--- src/rtl/control_unit.sv ---
// rtl/control_unit.sv - multi-cycle fetch/decode/execute sequencer driving the K&S data_path strobes
package k_and_s_pkg;
  typedef enum logic [4:0] {
    I_NOP    = 5'd0,
    I_LOAD   = 5'd1,
    I_STORE  = 5'd2,
    I_MOVE   = 5'd3,
    I_ADD    = 5'd4,
    I_SUB    = 5'd5,
    I_AND    = 5'd6,
    I_OR     = 5'd7,
    I_BRANCH = 5'd8,
    I_BZERO  = 5'd9,
    I_BNZERO = 5'd10,
    I_BNEG   = 5'd11,
    I_BNNEG  = 5'd12,
    I_BOV    = 5'd13,
    I_BNOV   = 5'd14,
    I_HALT   = 5'd15
  } decoded_instruction_type;
endpackage

module control_unit #(
  parameter int RAM_LATENCY = 1,
  parameter bit OV_SIGNED   = 1'b0
) (
  input  logic                                 clk,
  input  logic                                 rst,
  input  k_and_s_pkg::decoded_instruction_type decoded_instruction,
  input  logic                                 zero_op,
  input  logic                                 neg_op,
  input  logic                                 unsigned_overflow,
  input  logic                                 signed_overflow,
  output logic                                 branch,
  output logic                                 pc_enable,
  output logic                                 ir_enable,
  output logic                                 addr_sel,
  output logic                                 c_sel,
  output logic [1:0]                           operation,
  output logic                                 write_reg_enable,
  output logic                                 flags_reg_enable,
  output logic                                 ram_write_enable,
  output logic                                 halt,
  output logic [15:0]                          instr_count
);
  import k_and_s_pkg::*;

  localparam int CW = $clog2(RAM_LATENCY + 1);
  localparam logic [CW-1:0] LAST = CW'(RAM_LATENCY - 1);

  typedef enum logic [2:0] {
    S_FETCH  = 3'd0,
    S_DECODE = 3'd1,
    S_ALU    = 3'd2,
    S_MOVE   = 3'd3,
    S_LOAD   = 3'd4,
    S_STORE  = 3'd5,
    S_BR     = 3'd6,
    S_HALT   = 3'd7
  } state_t;

  state_t        state, state_next;
  logic [CW-1:0] cnt;
  logic          last_wait;
  logic          retire;
  logic          ov;
  logic          take;

  assign last_wait = (cnt == LAST);
  assign ov        = OV_SIGNED ? signed_overflow : unsigned_overflow;

  // The wait counter restarts on every state change and parks at LAST otherwise.
  always_ff @(posedge clk or posedge rst) begin
    if (rst) begin
      state       <= S_FETCH;
      cnt         <= '0;
      instr_count <= '0;
    end else begin
      state <= state_next;
      if (state_next != state)
        cnt <= '0;
      else if (cnt != LAST)
        cnt <= cnt + CW'(1);
      if (retire && instr_count != 16'hFFFF)
        instr_count <= instr_count + 16'd1;
    end
  end

  always_comb begin
    take = 1'b0;
    case (decoded_instruction)
      I_BRANCH: take = 1'b1;
      I_BZERO:  take = zero_op;
      I_BNZERO: take = !zero_op;
      I_BNEG:   take = neg_op;
      I_BNNEG:  take = !neg_op;
      I_BOV:    take = ov;
      I_BNOV:   take = !ov;
      default:  take = 1'b0;
    endcase
  end

  always_comb begin
    state_next       = state;
    retire           = 1'b0;
    branch           = 1'b0;
    pc_enable        = 1'b0;
    ir_enable        = 1'b0;
    addr_sel         = 1'b0;
    c_sel            = 1'b0;
    operation        = 2'b00;
    write_reg_enable = 1'b0;
    flags_reg_enable = 1'b0;
    ram_write_enable = 1'b0;
    halt             = 1'b0;
    case (state)
      S_FETCH: begin
        if (last_wait) begin
          ir_enable  = 1'b1;
          pc_enable  = 1'b1;
          state_next = S_DECODE;
        end
      end
      S_DECODE: begin
        case (decoded_instruction)
          I_ADD, I_SUB, I_AND, I_OR: state_next = S_ALU;
          I_MOVE:  state_next = S_MOVE;
          I_LOAD:  state_next = S_LOAD;
          I_STORE: state_next = S_STORE;
          I_BRANCH, I_BZERO, I_BNZERO, I_BNEG, I_BNNEG, I_BOV, I_BNOV: state_next = S_BR;
          I_HALT: begin
            state_next = S_HALT;
            retire     = 1'b1;
          end
          default: begin
            state_next = S_FETCH;
            retire     = 1'b1;
          end
        endcase
      end
      S_ALU: begin
        case (decoded_instruction)
          I_SUB:   operation = 2'b01;
          I_AND:   operation = 2'b10;
          I_OR:    operation = 2'b11;
          default: operation = 2'b00;
        endcase
        write_reg_enable = 1'b1;
        flags_reg_enable = 1'b1;
        retire           = 1'b1;
        state_next       = S_FETCH;
      end
      S_MOVE: begin
        // a|a passes the source operand straight through the ALU
        operation        = 2'b11;
        write_reg_enable = 1'b1;
        retire           = 1'b1;
        state_next       = S_FETCH;
      end
      S_LOAD: begin
        addr_sel = 1'b1;
        if (last_wait) begin
          c_sel            = 1'b1;
          write_reg_enable = 1'b1;
          retire           = 1'b1;
          state_next       = S_FETCH;
        end
      end
      S_STORE: begin
        addr_sel         = 1'b1;
        ram_write_enable = 1'b1;
        retire           = 1'b1;
        state_next       = S_FETCH;
      end
      S_BR: begin
        pc_enable  = take;
        branch     = take;
        retire     = 1'b1;
        state_next = S_FETCH;
      end
      S_HALT: halt = 1'b1;
      default: state_next = S_FETCH;
    endcase
    // Reset must silence the strobes in the same cycle, not at the next edge.
    if (rst) begin
      branch           = 1'b0;
      pc_enable        = 1'b0;
      ir_enable        = 1'b0;
      addr_sel         = 1'b0;
      c_sel            = 1'b0;
      operation        = 2'b00;
      write_reg_enable = 1'b0;
      flags_reg_enable = 1'b0;
      ram_write_enable = 1'b0;
      halt             = 1'b0;
      retire           = 1'b0;
    end
  end
endmodule
--- config.mk ---
export PLATFORM = sky130hd
export DESIGN_NAME = control_unit
export DESIGN_NICKNAME = d
export VERILOG_FILES = /design/src/rtl/control_unit.sv
export SDC_FILE = /design/constraint.sdc
export NUM_CORES = 1
export LEC_CHECK = 0
export CAP_MARGIN = 20
export CORE_ASPECT_RATIO = 0.8
export CORE_UTILIZATION = 30
export DETAILED_ROUTE_END_ITERATION = 16
export PLACE_DENSITY_LB_ADDON = 0.15
export SYNTH_ARGS = -nofsm -noshare
export SYNTH_HDL_FRONTEND = slang
export SYNTH_SLANG_ARGS = --single-unit
--- constraint.sdc ---
create_clock -name clk -period 1.6 [get_ports clk]
set_input_delay 0.32 -clock clk [delete_from_list [all_inputs] [get_ports clk]]
set_output_delay 0.32 -clock clk [all_outputs]
set_load 0.01 [all_outputs]
* After elaboration in Yosys (flattened, before gate mapping)
Cells that the tools add are included.
** Word-level totals
- Output and inout port bits :: 27
- Memories :: 0
- ROM bits :: 0
- Input bits :: 11
- Logic and storage cells :: 72
- Memory bits (writable) :: 0
- Bits in latches :: 0
- Register bits after elaboration :: 20
** Cells by class
- Mux-type cells :: 32
- Reductions and logical operators :: 11
- Shift operators :: 0
- Add/subtract/negate cells :: 2
- Divide/modulo/power cells :: 0
- Eq/ne operators :: 24
- Magnitude comparators :: 0
- Bitwise operators :: 0
- Multipliers :: 0
** Operator list (number)
- 5-bit by 4-bit == test with 1-bit output (second input constant) :: 8
- 1-bit 2-to-1 mux :: 21
- 5-bit by 3-bit == test with 1-bit output (second input constant) :: 4
- 3-bit case mux with 6 select lines :: 1
- 16-bit by 1-bit adder with 16-bit output (second input constant) :: 1
- 16-bit inequality test (second input constant) :: 1
- 14-bit OR reduction :: 1
- 3-bit == test (second input constant) :: 4
- 3-bit case mux with 4 select lines :: 1
- 5-bit by 2-bit == test with 1-bit output (second input constant) :: 2
- 4-bit OR reduction :: 2
- 1-bit case mux with 7 select lines :: 1
- 7-bit OR reduction :: 1
- 3-bit by 2-bit == test with 1-bit output (second input constant) :: 2
- 3-bit 2-to-1 mux :: 2
- 2-bit case mux with 3 select lines :: 1
- 5-bit by 1-bit == test with 1-bit output (second input constant) :: 1
- 1-bit case mux with 2 select lines :: 2
- 2-bit case mux with 2 select lines :: 1
- 2-bit OR reduction :: 2
- 3-bit by 1-bit == test with 1-bit output (second input constant) :: 1
- 1-bit logical NOT :: 3
- 3-bit logical NOT :: 1
- 3-bit inequality test :: 1
- other kinds (4) :: 4

* Logic depth before layout (Yosys ltp)
Gate-level depths: netlist (run 1).
- Word-level depth :: 6
- Depth in mapped cells :: 7
- Mapped depth without buffers :: 6

* Worst setup path after synthesis (run 1)
No wires, ideal clock.
- Path type :: input to register
- Start :: in rst
- End :: reg instr_count[6]
- Setup slack :: -308 ps
- Path buffers :: 1
- Arrival time :: 1782 ps
- Setup time :: 126 ps
- Stages :: 6
- Required time :: 1474 ps
- Cells stage by stage :: inv_1 -> nand2_1 -> nor4_4 -> buf_6 -> nand4_1 -> xnor2_1
** Between the ends
- Longest elaborated chain between the ends :: 2
** Ends and longest elaborated chain
- from (decl) :: line 28 : input logic rst,
- 1-bit 2-to-1 mux :: line 185 : if (rst) begin
- 1-bit logical AND :: line 84 : if (retire && instr_count != 16'hFFFF)
- to (signal assigned) :: line 85 : instr_count <= instr_count + 16'd1;
- to (decl) :: line 44 : output logic [15:0] instr_count
No other way between the ends.
A chain may end at the register's enable or synchronous reset.

* Final worst setup path (run 1)
- Start :: reg state[1]
- End :: out pc_enable
** Between the ends
- Longest elaborated chain between the ends :: 3
- Elaborated cells between the ends (all ways) :: 4
- Those cells by class :: 1 x eq/ne; 2 x mux; 1 x reduce/logical
** Ends and longest elaborated chain
- from (decl) :: line 62 : state_t state, state_next;
- from (signal assigned) :: line 79 : state <= state_next;
- 3-bit == test / 3-bit logical NOT (equally long branches) :: line 116 : case (state)
- 1-bit case mux with 2 select lines * :: line 116
- 1-bit 2-to-1 mux * :: line 185
- to (decl) :: line 35 : output logic pc_enable,
Mark *: on every way between the ends. The rest lies on a longest branch, timed or not.

==> impl_summary.md, run 1 <==
Timing
For the pin with the worst max-slew slack, the measured transition is 0.340 ns. The setup-violating endpoint count in the final report is 26. Setup repair after global routing could not meet its margin everywhere.

The minimum hold slack is 0.549 ns. The total count of max-transition violations in the final report is 0. After routing, the total negative slack on setup checks comes to -2.13 ns. The smallest setup slack after layout is -0.195 ns. The share of the clock period used by the worst path is 112%. The number of endpoints with negative hold slack in the final report came to 0. The worst pin sits at a relative slew slack of 77.2%. The clock skew after layout is 0.00112 ns. After layout, the minimum clock period comes to 1.80 ns. The highest clock frequency the design can meet is 557 MHz.

Clock network
The register clock-pin slew on the reported worst setup and hold paths is 0.07 ns. The number of sinks on the clock net is 19. The clock tree buffer depth is 2.

In this run the clock root is driven by a clkbuf_8. In this run the number of H-tree levels came out at 1. For the worst-skew pair, the clock arrives at the later sink with an insertion delay of 0.25 ns. TritonCTS created 3 clock buffers. The CTS tree is built.

In this run, post-CTS hold repair placed 0 buffers.

Cells and area
The proportion of layout cells with a drive suffix above 1 is 53.7%. From synthesis to final layout, the design area changed by 96.0%. The antenna diode count is 0. Excluding fillers, the count of instances in the completed layout stands at 258. Leaving out fill and tap cells, the most frequent cell in the layout is buf_4. Summing all non-filler instances in the final layout gives an area of 0.00227 mm².

At the end of the flow the core is filled with cells to 63.7%. After the last flow step, the layout net total stands at 229. In the layout the commonest cells are 42 x buf_4, 19 x dfrtp_1, 18 x buf_6, 12 x dlymetal6s2s_1, 11 x xnor2_1.

Global route
The initial antenna violation count is 0. The number of global-route vias before repair is 1235. Global routing used 17.9% of the available tracks across all layers.

Entering global routing, the biggest net connects 20 pins. Global routing finished with a remaining overflow of 0. The first-pass GRT wire length is 5750 µm.

Placed design
The HPWL after detailed placement is 2410 µm. The placer congestion estimate is 0.786. Prior to clock tree synthesis, the placed netlist has a worst setup slack of -0.735 ns.

In this run the tool buffered the top-level ports with 36 buffer cells. The area after detailed placement is 0.00189 mm². The cell count after placement is 241.

Detailed routing
Summed over all layers, the routed wires come to 3720 µm. The pre-antenna-repair detailed-routing pass consisted of 4 iterations. After the first detailed-routing iteration, the DRC count stood at 46. The DRC violation count after routing is 0.

The via total after detailed routing is 1293. The antenna violation net count after detailed routing is 0. The routed wirelength normalized by instance count is 14.4 µm. In the routed layout, each cell is associated on average with a via count of 5.01.

Logic synthesis
In the synthesized netlist, the number of instances is 125. The cell area after synthesis is 0.00116 mm². In the post-synthesis netlist, the biggest area contributors are dfrtp_1 41%, xnor2_1 9.1%, nand4_1 5.4%. Of the synthesized area, sequential elements account for 41.0%. After synthesis, the largest area contributor takes up 41.0% of total cell area. Counting flops with a built-in enable in the synthesized netlist gives 0.

Synthesis produced a netlist with a net count of 137. Counting flops and latches in the post-synthesis netlist gives 19. Summed over all instances, the cell type with the most area after synthesis is dfrtp_1. The fraction of registers with async set or reset after synthesis is 100%. The most used flip-flop cell after synthesis is dfrtp_1. Yosys printed 0 warnings. The post-synthesis cell type count is 34. The per-instance average area after synthesis is 9.27 µm².

Floorplanning
The initial core utilization is 32.5%. The floorplan step set the die width to 71.5 µm. The die outline height is 57.6 µm. The total die area is 0.00412 mm².

The region available for standard cell placement spans 0.00357 mm². After floorplanning, the core was divided into 19 placement rows. The boundary pin count is 38.

Critical path
In this run the worst path has a maximum fanout of 3. Walking the worst path, the cells encountered are nand2_2 -> or4_4 -> o21bai_1 -> buf_2. The largest incremental delay on the critical path is 0.43 ns. Data on the critical path is required at its endpoint by 1.28 ns. The worst register-to-register path has a depth of 7. The type of element capturing the critical path is an output pin. The critical path data arrival time is 1.48 ns. The slack of the worst reg-to-reg path is -0.16 ns.

The worst reg2reg path startpoint is state[2]$_DFFE_PP0P_. The category of the worst setup path launch point is a register. The worst setup path category is register to output pin. The endpoint identified for the worst register-to-register timing path is instr_count[1]$_DFFE_PP0P_. The standard cell with the maximum stage delay on the critical path is dfrtp_1.

Power and ir drop
Overall power consumption after layout is estimated at 921 µW. In this run the static leakage power is 1.30 nW. The maximum vdd ir drop is 0.430 mV. The total power density per cell area is 405 mW/mm².

Status
The flow ran to the end, but the final reports show violations. The checks that failed: setup timing.

Hold path
The class of the tightest hold or removal check is input pin to asynchronous set/reset pin.

Flow run
Across the run, the number of max-cap violations was 0.
layer usage:
layer / vias to the layer above / routed length (µm) / GRT usage [%]
li1: 636 / - / -
met1: 630 / 1810 / 25.4
met2: 25 / 1780 / 28.6
met3: 2 / 119 / 4.24
met4: 0 / 7 / 2.52
met5: - / 0 / 0
Yosys cell counts, drive strengths merged (2+ instances only):
library cell	instances
clkbuf	2
nand2	8
dfrtp	19
inv	5
nand4	10
and3	6
nand2b	3
xnor2	12
nand3	8
nor3b	2
nor2	10
mux2	4
a21oi	5
buf	3
nor3	3
a31oi	2
nor4	3
o21ai	4
mux2i	2
and2	3
cell families (layout without fill, tap and decap cells):
| logic type | Yosys count | after routing | synth area share (%) |
|---|---|---|---|
| AO/OA/AOI/OAI | 18 | 18 | 9.94 |
| AND/OR/NAND/NOR | 58 | 58 | 27.9 |
| XOR/XNOR | 13 | 13 | 9.83 |
| adder cells (fa/ha/maj) | 1 | 1 | 1.08 |
| buffers and inverters | 10 | 101 | 4.64 |
| multiplexers | 6 | 6 | 5.62 |
| flip-flops | 19 | 19 | 41.0 |
worst max-delay path by stage:
stage | start | endpoint | slack [ns]
after global placement | zero_op | pc_enable | -0.70
after global routing | state[1]$_DFFE_PP0P_ | pc_enable | -0.26
after CTS | state[0]$_DFFE_PP0P_ | pc_enable | -0.18
after floorplan | decoded_instruction[0] | instr_count[4]$_DFFE_PP0P_ | -0.13
after detailed placement | decoded_instruction[0] | pc_enable | -0.73
final | state[1]$_DFFE_PP0P_ | pc_enable | -0.20
what timing repair did:
| item | CTS | global route |
|---|---|---|
| hold endpoints to repair | 0 | 0 |
| endpoints found under the setup margin | 30 | 38 |
| gates resized for setup | 93 | 51 |
| pin swaps | 24 | 21 |
| setup buffers | 6 | 7 |
state kept, by name (all words and copies together) (netlist names):
signal       cells
state            3
instr_count     16
area by class of cell:
type | count | area, µm²
multi-input combinational | 96 | 855
inverter | 5 | 22.5
tap | 42 | 52.6
fill | 280 | 1290
timing repair buffer | 92 | 821
clock buffer | 4 | 45.0
sequential | 19 | 475
report_power, final:
group / switching, mW / total, mW / internal (mW)
Clock: 0.156 / 0.333 / 0.177
Combinational: 0.0550 / 0.107 / 0.0522
Sequential: 0 / 0.480 / 0.480
critical path: cells and delay by family (launching register included):
family | cells | cell delay, ns
buffers and inverters | 1 | 0.14
AND/OR/NAND/NOR | 2 | 0.51
AO/OA/AOI/OAI | 1 | 0.13
flip-flops | 1 | 0.43
No activity file was read; power rests on OpenSTA's default activity.
==> inputs of run 2 (changes only) <==
Settings changed: CELL_PAD_IN_SITES_DETAIL_PLACEMENT from default to 0, CELL_PAD_IN_SITES_GLOBAL_PLACEMENT from default to 2, CORE_UTILIZATION 30 to 24.
==> run 2 against run 1 <==
The run still ends with setup timing left; clock power increased by 2%; combinational power shrank 5%; sequential share of layout area shrank 0.26 points; non-clock buffer count rose by 4; routed wire length increased by 3.1%; fmax fell by 2.1%; utilization shrank 14 points.
==> impl_summary.md, run 2 (synthesis results as in run 1) <==
Cells and area
The antenna diode count is 0 (unchanged). Largest registers in the final layout: instr_count: 16 flops, state: 3 flops (unchanged). The flip-flop count of the largest register, all copies and words added came to 16 (unchanged). The core utilization of the finished layout was 49.7% (was 63.7%). The most frequent standard cell in the layout excluding fill and tap cells is buf_4 (unchanged). The number of fill cells is 441 (was 280). The post-layout net count is 233 (was 229). The proportion of layout cells with a drive suffix above 1 was 53.6% (was 53.7%). Highest-count cells in the layout ignoring fill and taps: 47 x buf_4, 19 x dfrtp_1, 18 x buf_6, 13 x dlygate4sd2_1, 11 x xnor2_1 (was 42 x buf_4, 19 x dfrtp_1, 18 x buf_6, 12 x dlymetal6s2s_1, 11 x xnor2_1).

The largest register by flop count is instr_count (unchanged). The relative area change from synthesis to final layout is 98.5% (was 96.0%). The post-route cell area came to 0.00230 mm² (was 0.00227 mm²).

Power and ir drop
The combinational share of power was 11.1% (was 11.6%). The maximum vdd ir drop came to 0.313 mV (was 0.430 mV). The leakage power was 1.28 nW (was 1.30 nW). The power spent charging and discharging nets is 213 µW (was 211 µW). The internal power is 709 µW (about the same). The share of power burned in registers is 52.1% (about the same). The switching share of power is 23.1% (was 23.0%).

The total power density per cell area is 401 mW/mm² (was 405 mW/mm²). The clock power share is 36.8% (was 36.2%).

Status
Failing checks: setup timing (unchanged). Run status: complete, but fails checks (unchanged).

Placed design
The port buffer count came to 36 (unchanged). The area after detailed placement is 0.00194 mm² (was 0.00189 mm²). The placer congestion estimate is 0.848 (was 0.786). The HPWL after detailed placement came to 2680 µm (was 2410 µm).

Timing
The clock skew after layout is 0.00223 ns (was 0.00112 ns). The number of endpoints with negative hold slack in the final report came to 0 (unchanged). The highest clock frequency the design can meet is 545 MHz (was 557 MHz). The setup-violating endpoint count in the final report is 27 (was 26). The worst slew slack as a fraction of its limit came to 77.9% (was 77.2%).

The share of the clock period used by the worst path is 115% (was 112%). Unrepaired setup endpoints after global routing: true (unchanged). The final critical-path required period is 1.83 ns (was 1.80 ns). The total count of max-transition violations in the final report was 0 (unchanged). The transition at the pin with the smallest max-transition slack is 0.329 ns (was 0.340 ns). The smallest setup slack after layout came to -0.234 ns (was -0.195 ns).

Detailed routing
The first-pass iteration count of the detailed router came to 4 (unchanged). The routed wirelength normalized by instance count is 13.7 µm (was 14.4 µm). The count of routing violations after the opening detailed-route iteration came to 100 (was 46). The sum of met3 wire segment lengths after detailed routing is 140 µm (was 119 µm). The post-route met1 wirelength is 1860 µm (was 1810 µm).

The total wirelength of the detailed-routed design was 3830 µm (was 3720 µm). The DRC violation count after routing was 0 (unchanged). The via total after detailed routing is 1295 (was 1293). The wire length on met2 came to 1810 µm (was 1780 µm).

The top routing layer in use is met4 (unchanged). The post-detailed-route via-to-cell ratio is 4.63 (was 5.01). The antenna violation net count after detailed routing is 0 (unchanged).

Clock network
The hold buffer count at cts is 0 (unchanged). The CTS tree is built (unchanged). The register clock-pin slew on the reported worst setup and hold paths is 0.07 ns (about the same).

The total number of H-tree levels came to 1 (unchanged). The number of sinks on the clock net came to 19 (unchanged). The clock tree buffer depth is 2 (unchanged). The root cell of the clock tree was clkbuf_8 (unchanged). The number of buffers created by CTS is 3 (unchanged). The clock latency at the later pin of the worst-skew pair was 0.26 ns (was 0.25 ns).

Critical path
The maximum fanout along the worst path is 3 (unchanged). The type of element capturing the critical path is an output pin (unchanged). The slack of the worst reg-to-reg path is -0.18 ns (was -0.16 ns). The category of the worst setup path launch point is a register (unchanged).

The largest incremental delay on the critical path came to 0.52 ns (was 0.43 ns). The count of buffering cells on the critical path with inverters included is 1 (unchanged). The worst setup path category is register to output pin (unchanged). The critical path data arrival time is 1.51 ns (was 1.48 ns). Worst path cell trace: nand2_2 -> or4_4 -> o21bai_1 -> buf_2 (unchanged).

The required time at the worst-slack endpoint came to 1.28 ns (about the same). The standard cell with the maximum stage delay on the critical path is or4_4 (was dfrtp_1). The cell class contributing the biggest share of worst-path delay is simple AND/OR/NAND/NOR gates (unchanged).

Global route
The total global routing track utilization was 16.1% (was 17.9%). The initial antenna violation count is 0 (unchanged). The number of global-route vias before repair is 1352 (was 1235). The maximum number of pins on one net before global-route repair is 20 (unchanged). The first-pass GRT wire length was 6400 µm (was 5750 µm). The total congestion overflow is 0 (unchanged).

Floorplanning
The total die area is 0.00511 mm² (was 0.00412 mm²). The core area came to 0.00462 mm² (was 0.00357 mm²). The initial core utilization was 25.1% (was 32.5%). The site row count was 22 (was 19).

The die extent in x is 79.7 µm (was 71.5 µm). The die outline height was 64.1 µm (was 57.6 µm). The boundary pin count came to 38 (unchanged).

Flow run
The number of max-capacitance violations reported was 0 (unchanged).

Hold path
The class of the tightest hold or removal check is input pin to asynchronous set/reset pin (unchanged).
-- run 2: repair_timing --
item,4_1_cts,5_1_grt
resized for setup,104,37
buffers inserted,12,4
pin swaps,22,21
setup endpoints to repair,35,34
-- run 2: layer usage --
metal | vias up | GRT usage [%]
met5 | - | 0
met1 | 625 | 22.2
li1 | 646 | -
met3 | 2 | 3.43
met2 | 22 | 26.1
met4 | 0 | 2.27
-- run 2: final timing paths --
check | startpoint | cells after the start | endpoint
worst max-delay path | state[2]$_DFFE_PP0P_ | 4 | pc_enable
worst min-delay path | rst | 5 | state[2]$_DFFE_PP0P_
worst max register to register | state[2]$_DFFE_PP0P_ | 7 | instr_count[1]$_DFFE_PP0P_
worst min register to register | instr_count[5]$_DFFE_PP0P_ | 2 | instr_count[5]$_DFFE_PP0P_
max in group asynchronous | rst | 5 | instr_count[6]$_DFFE_PP0P_
min in group clk | instr_count[5]$_DFFE_PP0P_ | 2 | instr_count[5]$_DFFE_PP0P_
-- run 2: worst min-delay path, stage by stage --
cell	delay, ns
dlygate4sd2_1	0.26
buf_6	0.14
clkinvlp_4	0.06
buf_4	0.13
buf_4	0.27
-- run 2: cell type report --
| type | count | area [µm²] | area share [%] |
|---|---|---|---|
| inverter | 5 | 27.5 | 1.20 |
| timing repair buffer | 96 | 837 | 36.4 |
| sequential | 19 | 475 | 20.7 |
| multi-input combinational | 96 | 840 | 36.5 |
| clock buffer | 4 | 45.0 | 1.96 |
| tap | 60 | 75.1 | 3.26 |
-- run 2: through the flow --
step	setup slack (ns)	cells	power, mW	setup TNS, ns	hold WS, ns
2_1_floorplan	-0.127	125	0.527	-0.963	0.178
3_3_place_gp	-0.729	263	0.583	-16.22	0.555
3_5_place_dp	-0.755	263	0.585	-16.70	0.550
4_1_cts	-0.225	278	0.935	-3.18	0.549
5_1_grt	-0.297	280	0.967	-4.72	0.593
6_report	-0.234	280	0.922	-2.85	0.555
-- run 2: power by group through the flow --
stage | Sequential [mW] | Combinational [mW] | Clock (mW)
4_1_cts | 0.480 | 0.101 | 0.354
6_report | 0.480 | 0.102 | 0.340
3_5_place_dp | 0.489 | 0.0961 | 0
5_1_grt | 0.480 | 0.114 | 0.374
3_3_place_gp | 0.489 | 0.0939 | 0
2_1_floorplan | 0.489 | 0.0376 | 0
